<file path="src/rtl/pwm_multi.sv">
// pwm_multi: N_CH independent PWM channels that share one frame counter.
// Each channel has a shadow duty register, written at any time, and an active
// duty register that the compare uses. The active registers load from their
// shadows only at frame wrap or when en rises, so a new duty never lands in
// the middle of a frame.
module pwm_multi #(
  parameter int unsigned N_CH      = 4,
  parameter int unsigned CANT_BITS = 8,
  parameter int unsigned PERIOD    = 10000,
  parameter int unsigned SD        = 39
) (
  input  logic                                          clk,
  input  logic                                          rst,
  input  logic                                          en,
  input  logic                                          upd_valid,
  input  logic [((N_CH > 1) ? $clog2(N_CH) : 1)-1:0]    upd_ch,
  input  logic signed [CANT_BITS-1:0]                   upd_data,
  output logic                                          upd_ready,
  output logic                                          upd_err,
  output logic                                          frame_tick,
  output logic [N_CH-1:0]                               PWM_out
);

  localparam int unsigned CH_W   = (N_CH > 1) ? $clog2(N_CH) : 1;
  localparam int unsigned CNT_W  = $clog2(PERIOD);
  localparam int unsigned D_W    = $clog2(PERIOD + 1);
  localparam int unsigned SD_W   = (SD > 0) ? $clog2(SD + 1) : 1;
  localparam int unsigned PROD_W = CANT_BITS + SD_W;
  localparam int unsigned CMP_W  = (PROD_W > D_W) ? PROD_W : D_W;

  // Flipping the sign bit of a two's-complement command adds 2^(CANT_BITS-1).
  localparam logic [CANT_BITS-1:0] SIGN_FLIP = CANT_BITS'(1) << (CANT_BITS - 1);

  // Neutral duty loaded at reset: 2^(CANT_BITS-1) * SD, clamped to PERIOD.
  localparam longint unsigned CENTRE_RAW = (64'(1) << (CANT_BITS - 1)) * 64'(SD);
  localparam logic [D_W-1:0]  CENTRE     = (CENTRE_RAW > 64'(PERIOD)) ? D_W'(PERIOD)
                                                                      : D_W'(CENTRE_RAW);

  // Signed command -> high-time count, saturated at PERIOD. The product
  // width CMP_W is large enough that the multiply can never overflow.
  function automatic logic [D_W-1:0] duty_of(input logic [CANT_BITS-1:0] cmd);
    logic [CMP_W-1:0] offs;
    logic [CMP_W-1:0] prod;
    logic [D_W-1:0]   res;
    offs = CMP_W'(cmd ^ SIGN_FLIP);
    prod = offs * CMP_W'(SD);
    if (prod > CMP_W'(PERIOD)) begin
      res = D_W'(PERIOD);
    end else begin
      res = D_W'(prod);
    end
    return res;
  endfunction

  logic [CNT_W-1:0]           cnt_q,    cnt_d;
  logic                       en_q,     en_d;
  logic [N_CH-1:0][D_W-1:0]   shadow_q, shadow_d;
  logic [N_CH-1:0][D_W-1:0]   active_q, active_d;
  logic [N_CH-1:0]            pwm_q,    pwm_d;
  logic                       tick_q,   tick_d;
  logic                       err_q,    err_d;
  logic                       ready_q,  ready_d;

  logic                       ch_ok;
  logic                       accept;
  logic                       wrap;
  logic                       en_rise;
  logic [D_W-1:0]             wr_duty;
  logic [D_W-1:0]             cnt_ext;

  // Next-state: frame counter, shadow writes, active reload and PWM compare.
  always_comb begin
    cnt_d    = cnt_q;
    en_d     = en;
    shadow_d = shadow_q;
    active_d = active_q;
    pwm_d    = '0;
    tick_d   = 1'b0;
    err_d    = 1'b0;
    ready_d  = 1'b1;

    ch_ok   = (32'(upd_ch) < N_CH);
    accept  = upd_valid && ch_ok;
    wr_duty = duty_of(upd_data);
    wrap    = en && (cnt_q == CNT_W'(PERIOD - 1));
    en_rise = en && !en_q;
    cnt_ext = D_W'(cnt_q);

    // Counter runs 0..PERIOD-1 while enabled and parks at 0 otherwise.
    if (!en || wrap) begin
      cnt_d = '0;
    end else begin
      cnt_d = cnt_q + CNT_W'(1);
    end

    // Shadow takes accepted writes, including writes while disabled.
    for (int unsigned i = 0; i < N_CH; i++) begin
      if (accept && (upd_ch == CH_W'(i))) begin
        shadow_d[i] = wr_duty;
      end
    end

    // Active reloads from the pre-write shadow, so a write on the wrap edge
    // waits one more frame.
    if (wrap || en_rise) begin
      active_d = shadow_q;
    end

    // On the en-rise edge the counter is at 0 of a new frame, so compare
    // against the value being loaded into active rather than the stale one.
    for (int unsigned i = 0; i < N_CH; i++) begin
      pwm_d[i] = en && (cnt_ext < (en_rise ? shadow_q[i] : active_q[i]));
    end

    tick_d = en && (cnt_q == '0);
    err_d  = upd_valid && !ch_ok;
  end

  // State and output registers with asynchronous reset.
  always_ff @(posedge clk or posedge rst) begin
    if (rst) begin
      cnt_q    <= '0;
      en_q     <= 1'b0;
      shadow_q <= {N_CH{CENTRE}};
      active_q <= {N_CH{CENTRE}};
      pwm_q    <= '0;
      tick_q   <= 1'b0;
      err_q    <= 1'b0;
      ready_q  <= 1'b0;
    end else begin
      cnt_q    <= cnt_d;
      en_q     <= en_d;
      shadow_q <= shadow_d;
      active_q <= active_d;
      pwm_q    <= pwm_d;
      tick_q   <= tick_d;
      err_q    <= err_d;
      ready_q  <= ready_d;
    end
  end

  assign PWM_out    = pwm_q;
  assign frame_tick = tick_q;
  assign upd_err    = err_q;
  assign upd_ready  = ready_q;

endmodule

</file>
<file path="config.mk">
export PLATFORM = sky130hd
export DESIGN_NAME = pwm_multi
export DESIGN_NICKNAME = d
export VERILOG_FILES = /design/src/rtl/pwm_multi.sv
export SDC_FILE = /design/constraint.sdc
export NUM_CORES = 1
export LEC_CHECK = 0
export BUFFER_PORTS_ARGS = -buffer_cell sky130_fd_sc_hd__clkbuf_2
export CORE_ASPECT_RATIO = 1.25
export CORE_MARGIN = 2
export CORE_UTILIZATION = 40
export DETAILED_ROUTE_END_ITERATION = 7
export PLACE_DENSITY_LB_ADDON = 0.3
export SETUP_SLACK_MARGIN = 0.05
export SKIP_LAST_GASP = 1
export SLEW_MARGIN = 5
export SYNTH_ARGS = -nofsm -noshare
export SYNTH_HDL_FRONTEND = slang
export SYNTH_SLANG_ARGS = --single-unit
</file>
<file path="constraint.sdc">
create_clock -name clk -period 5.49 [get_ports clk]
set_input_delay 1.098 -clock clk [delete_from_list [all_inputs] [get_ports clk]]
set_output_delay 1.098 -clock clk [all_outputs]
set_load 0.005 [all_outputs]
</file>
==> results.json <==
{
  "worst-path-stages": 14,
  "htreeDepth": 4,
  "yosys_warnings": 0,
  "rrSetupSlack_ns": 2.75,
  "max-vdd-ir-drop_mv": 0.186,
  "min_path_type": "flip-flop to flip-flop",
  "max_stage_delay_ns": 0.54,
  "yosys.area.top_type": "dfrtp_1",
  "gp_congestion": 0.804,
  "n_fill_cell": 1865,
  "tightest_slew_ns": 0.896,
  "ys.flop_type": "dfrtp_1",
  "viasPerCell": 5.38,
  "clockRootBuffer": "clkbuf_16",
  "maxSlewViolCount": 0,
  "top_level_ports": 21,
  "clk_latency_ns": 0.42,
  "clock_sinks": 133,
  "worstPathBufferInverterCount": 4,
  "dieArea_um2": 21300,
  "ant_nets": 0,
  "drive_above_1_share_pct": 22.6,
  "grt_pass1_wl_mm": 29.9,
  "firstDrtPassIters": 4,
  "rsz0062_at_grt": "no",
  "die_w_um": 131,
  "netlist_instances": 730,
  "r2r_cells": 8,
  "dp_hpwl_mm": 12.8,
  "skew_ns": 0.0132,
  "grt_pass1_vias": 5488,
  "power.density_nw_per_um2": 435,
  "postSynthAreaPerCell_um2": 11.0,
  "core_um2": 20000,
  "finalSetupViolCount": 0,
  "status": "complete, no violations",
  "io_buffers": 19,
  "fin_crit_sh_pct": 80.3,
  "crit_path_max_fanout": 32,
  "worstPathRequired_ns": 5.78,
  "path_cells": "clkbuf_2 -> inv_1 -> fa_1 -> inv_1 -> ha_1 -> fa_1 -> ha_1 -> nor2_1 -> a21oi_1 -> xnor2_1 -> o2111a_1 -> nor4_4 -> buf_4 -> o41ai_1",
  "cts_tree": "yes",
  "fin_nets": 845,
  "synth_edf_count": 0,
  "rows": 58,
  "synth_top_area_share_pct": 31.4,
  "die_h_um": 163,
  "syn_nets": 831,
  "grt-ovfl-total": 0,
  "fmax_mhz": 227,
  "crit_end": "shadow_q[33]$_DFFE_PP0P_",
  "synth_area_um2": 8050,
  "drt_iter0_drc": 308,
  "route.detailed.drc": 0,
  "ctsResizeCount": 0,
  "areaGrowthSynthToFinish_pct": 12.4,
  "rr_startpoint": "en_q$_DFF_PP0_",
  "critical_path_arrival_ns": 4.70,
  "num_vias": 5523,
  "clock_path_buffers": 2,
  "post_drt_wl_per_cell_um": 17.5,
  "slew_headroom_pct": 40.1,
  "grt_start_max_net_pins": 89,
  "maxCapViolCount": 0,
  "worst_setup_path_end_kind": "flip-flop",
  "worst_setup_path_start_kind": "primary input",
  "grt_usage_pct": 18.3,
  "routed_wirelength_mm": 18.0,
  "final_cells": 1027,
  "setup.worst_path.start": "upd_data[4]",
  "crit_path_top_delay_cell": "fa_1",
  "post_cts_buffers": 0,
  "synthTopCellsByCount": "dfrtp_1 (101), ha_1 (76), nand2_1 (74)",
  "yosysUniqueCellTypes": 67,
  "clkTransAtPathRegs_ns": 0.06,
  "fin_tns_setup_ns": 0,
  "start_util_pct": 40.3,
  "diodes": 0,
  "cts-hold-fix-buffers": 0,
  "hold_viol_final": 0,
  "synth_most_common_cell": "dfrtp_1",
  "cts_buffers": 17,
  "p_leak_uw": 0.00441,
  "yosysSeqAreaShare_pct": 41.9,
  "criticalPathCategory": "primary input to flip-flop",
  "antenna_found_initial": 0,
  "dp_cells": 995,
  "cp_top_family": "adder cells",
  "period_needed_ns": 4.41,
  "synth_area_leaders": "dfrtp_1 (31%), ha_1 (12%), dfstp_2 (10%), mux2_2 (8.4%), mux2i_1 (7.0%)",
  "reg2reg_to": "PWM_out[0]$_DFF_PP0_",
  "ys_ff_latch": 133,
  "async_flop_share_pct": 100
}
-- logic make-up after synthesis --
logic type      count (synthesis)  share of synthesized area (%)
buf+inv                        76                           4.03
compound gates                136                           12.3
flops                         133                           41.9
simple gates                  163                           9.81
mux                           116                           15.4
xor+xnor                       17                           1.94
fa+ha+maj                      87                           14.6
other cells                     2                         0.0933
-- sequential cells by signal, indices dropped and copies added (netlist names) --
signal	flops
PWM_out	4
shadow_q	56
frame_tick	1
cnt_ext	14
en_q	1
upd_ready	1
active_q	56
-- report_power, final --
| part | internal [uW] | leakage [uW] | switching, uW |
|---|---|---|---|
| clock network | 780 | 0.000305 | 456 |
| logic | 526 | 0.00249 | 604 |
| registers | 1370 | 0.00161 | 199 |
| total | 2670 | 0.00441 | 1260 |
-- worst min path at each step --
stage,cells after the start,startpoint,end,slack [ns]
2_1_floorplan,2,shadow_q[35]$_DFFE_PP1P_,shadow_q[35]$_DFFE_PP1P_,0.46
3_3_place_gp,2,shadow_q[21]$_DFFE_PP1P_,shadow_q[21]$_DFFE_PP1P_,0.47
3_5_place_dp,2,shadow_q[40]$_DFFE_PP1P_,shadow_q[40]$_DFFE_PP1P_,0.48
4_1_cts,2,shadow_q[40]$_DFFE_PP1P_,shadow_q[40]$_DFFE_PP1P_,0.49
5_1_grt,2,shadow_q[7]$_DFFE_PP1P_,shadow_q[7]$_DFFE_PP1P_,0.51
6_report,2,shadow_q[40]$_DFFE_PP1P_,shadow_q[40]$_DFFE_PP1P_,0.49
-- layout make-up --
type | count | area, um^2 | share of cell area, %
well taps | 270 | 338 | 3.73
inverters | 43 | 166 | 1.84
multi-input cells | 521 | 4370 | 48.3
clock buffers | 19 | 443 | 4.90
flip-flops and latches | 133 | 3370 | 37.2
repair buffers | 28 | 163 | 1.80
clock inverters | 13 | 196 | 2.17
-- through the flow --
| step | instance area [um^2] | utilization (%) | total power, uW | hold slack [ns] | setup WS (ns) |
|---|---|---|---|---|---|
| CTS | 9050 | 45.3 | 3970 | 0.492 | 1.07 |
| global route | 9050 | 45.3 | 4190 | 0.513 | 0.811 |
| detailed placement | 8410 | 42.1 | 2720 | 0.483 | 0.654 |
| global placement | 8410 | 42.1 | 2690 | 0.475 | 0.676 |
| floorplan | 8050 | - | 2400 | 0.456 | 0.891 |
| finish | 9050 | 45.3 | 3930 | 0.491 | 1.08 |
-- worst register-to-register path, cell delays in order, from the launching register on --
cell       delay (ns)
dfrtp_1          0.34
nand2b_4         0.61
buf_4            0.36
mux2i_1          0.24
ha_1             0.26
o2111ai_1        0.20
a21oi_1          0.12
o21ai_0          0.30
and4b_1          0.25
-- routing by layer --
metal	vias to the layer above	wire length, um	track usage (%)
met4	0	392	7.11
met2	86	8980	30.3
met1	2736	8210	24.2
li1	2677	-	-
met5	-	0	0
met3	24	382	2.37
-- placed cells by master (no fill, tap or decap), types with 13 or more instances in the layout --
master and instances:
ha_1 76, nor2_1 33, dfrtp_1 101, inv_1 42
clkbuf_16 17, o41ai_1 13, dfstp_2 32, mux2_2 60
o21ai_0 30, nand2_1 74, mux2i_1 56, a21o_1 15
clkbuf_2 19, nand4_1 17, a21oi_1 25
No activity file was read; power rests on OpenSTA's default activity.
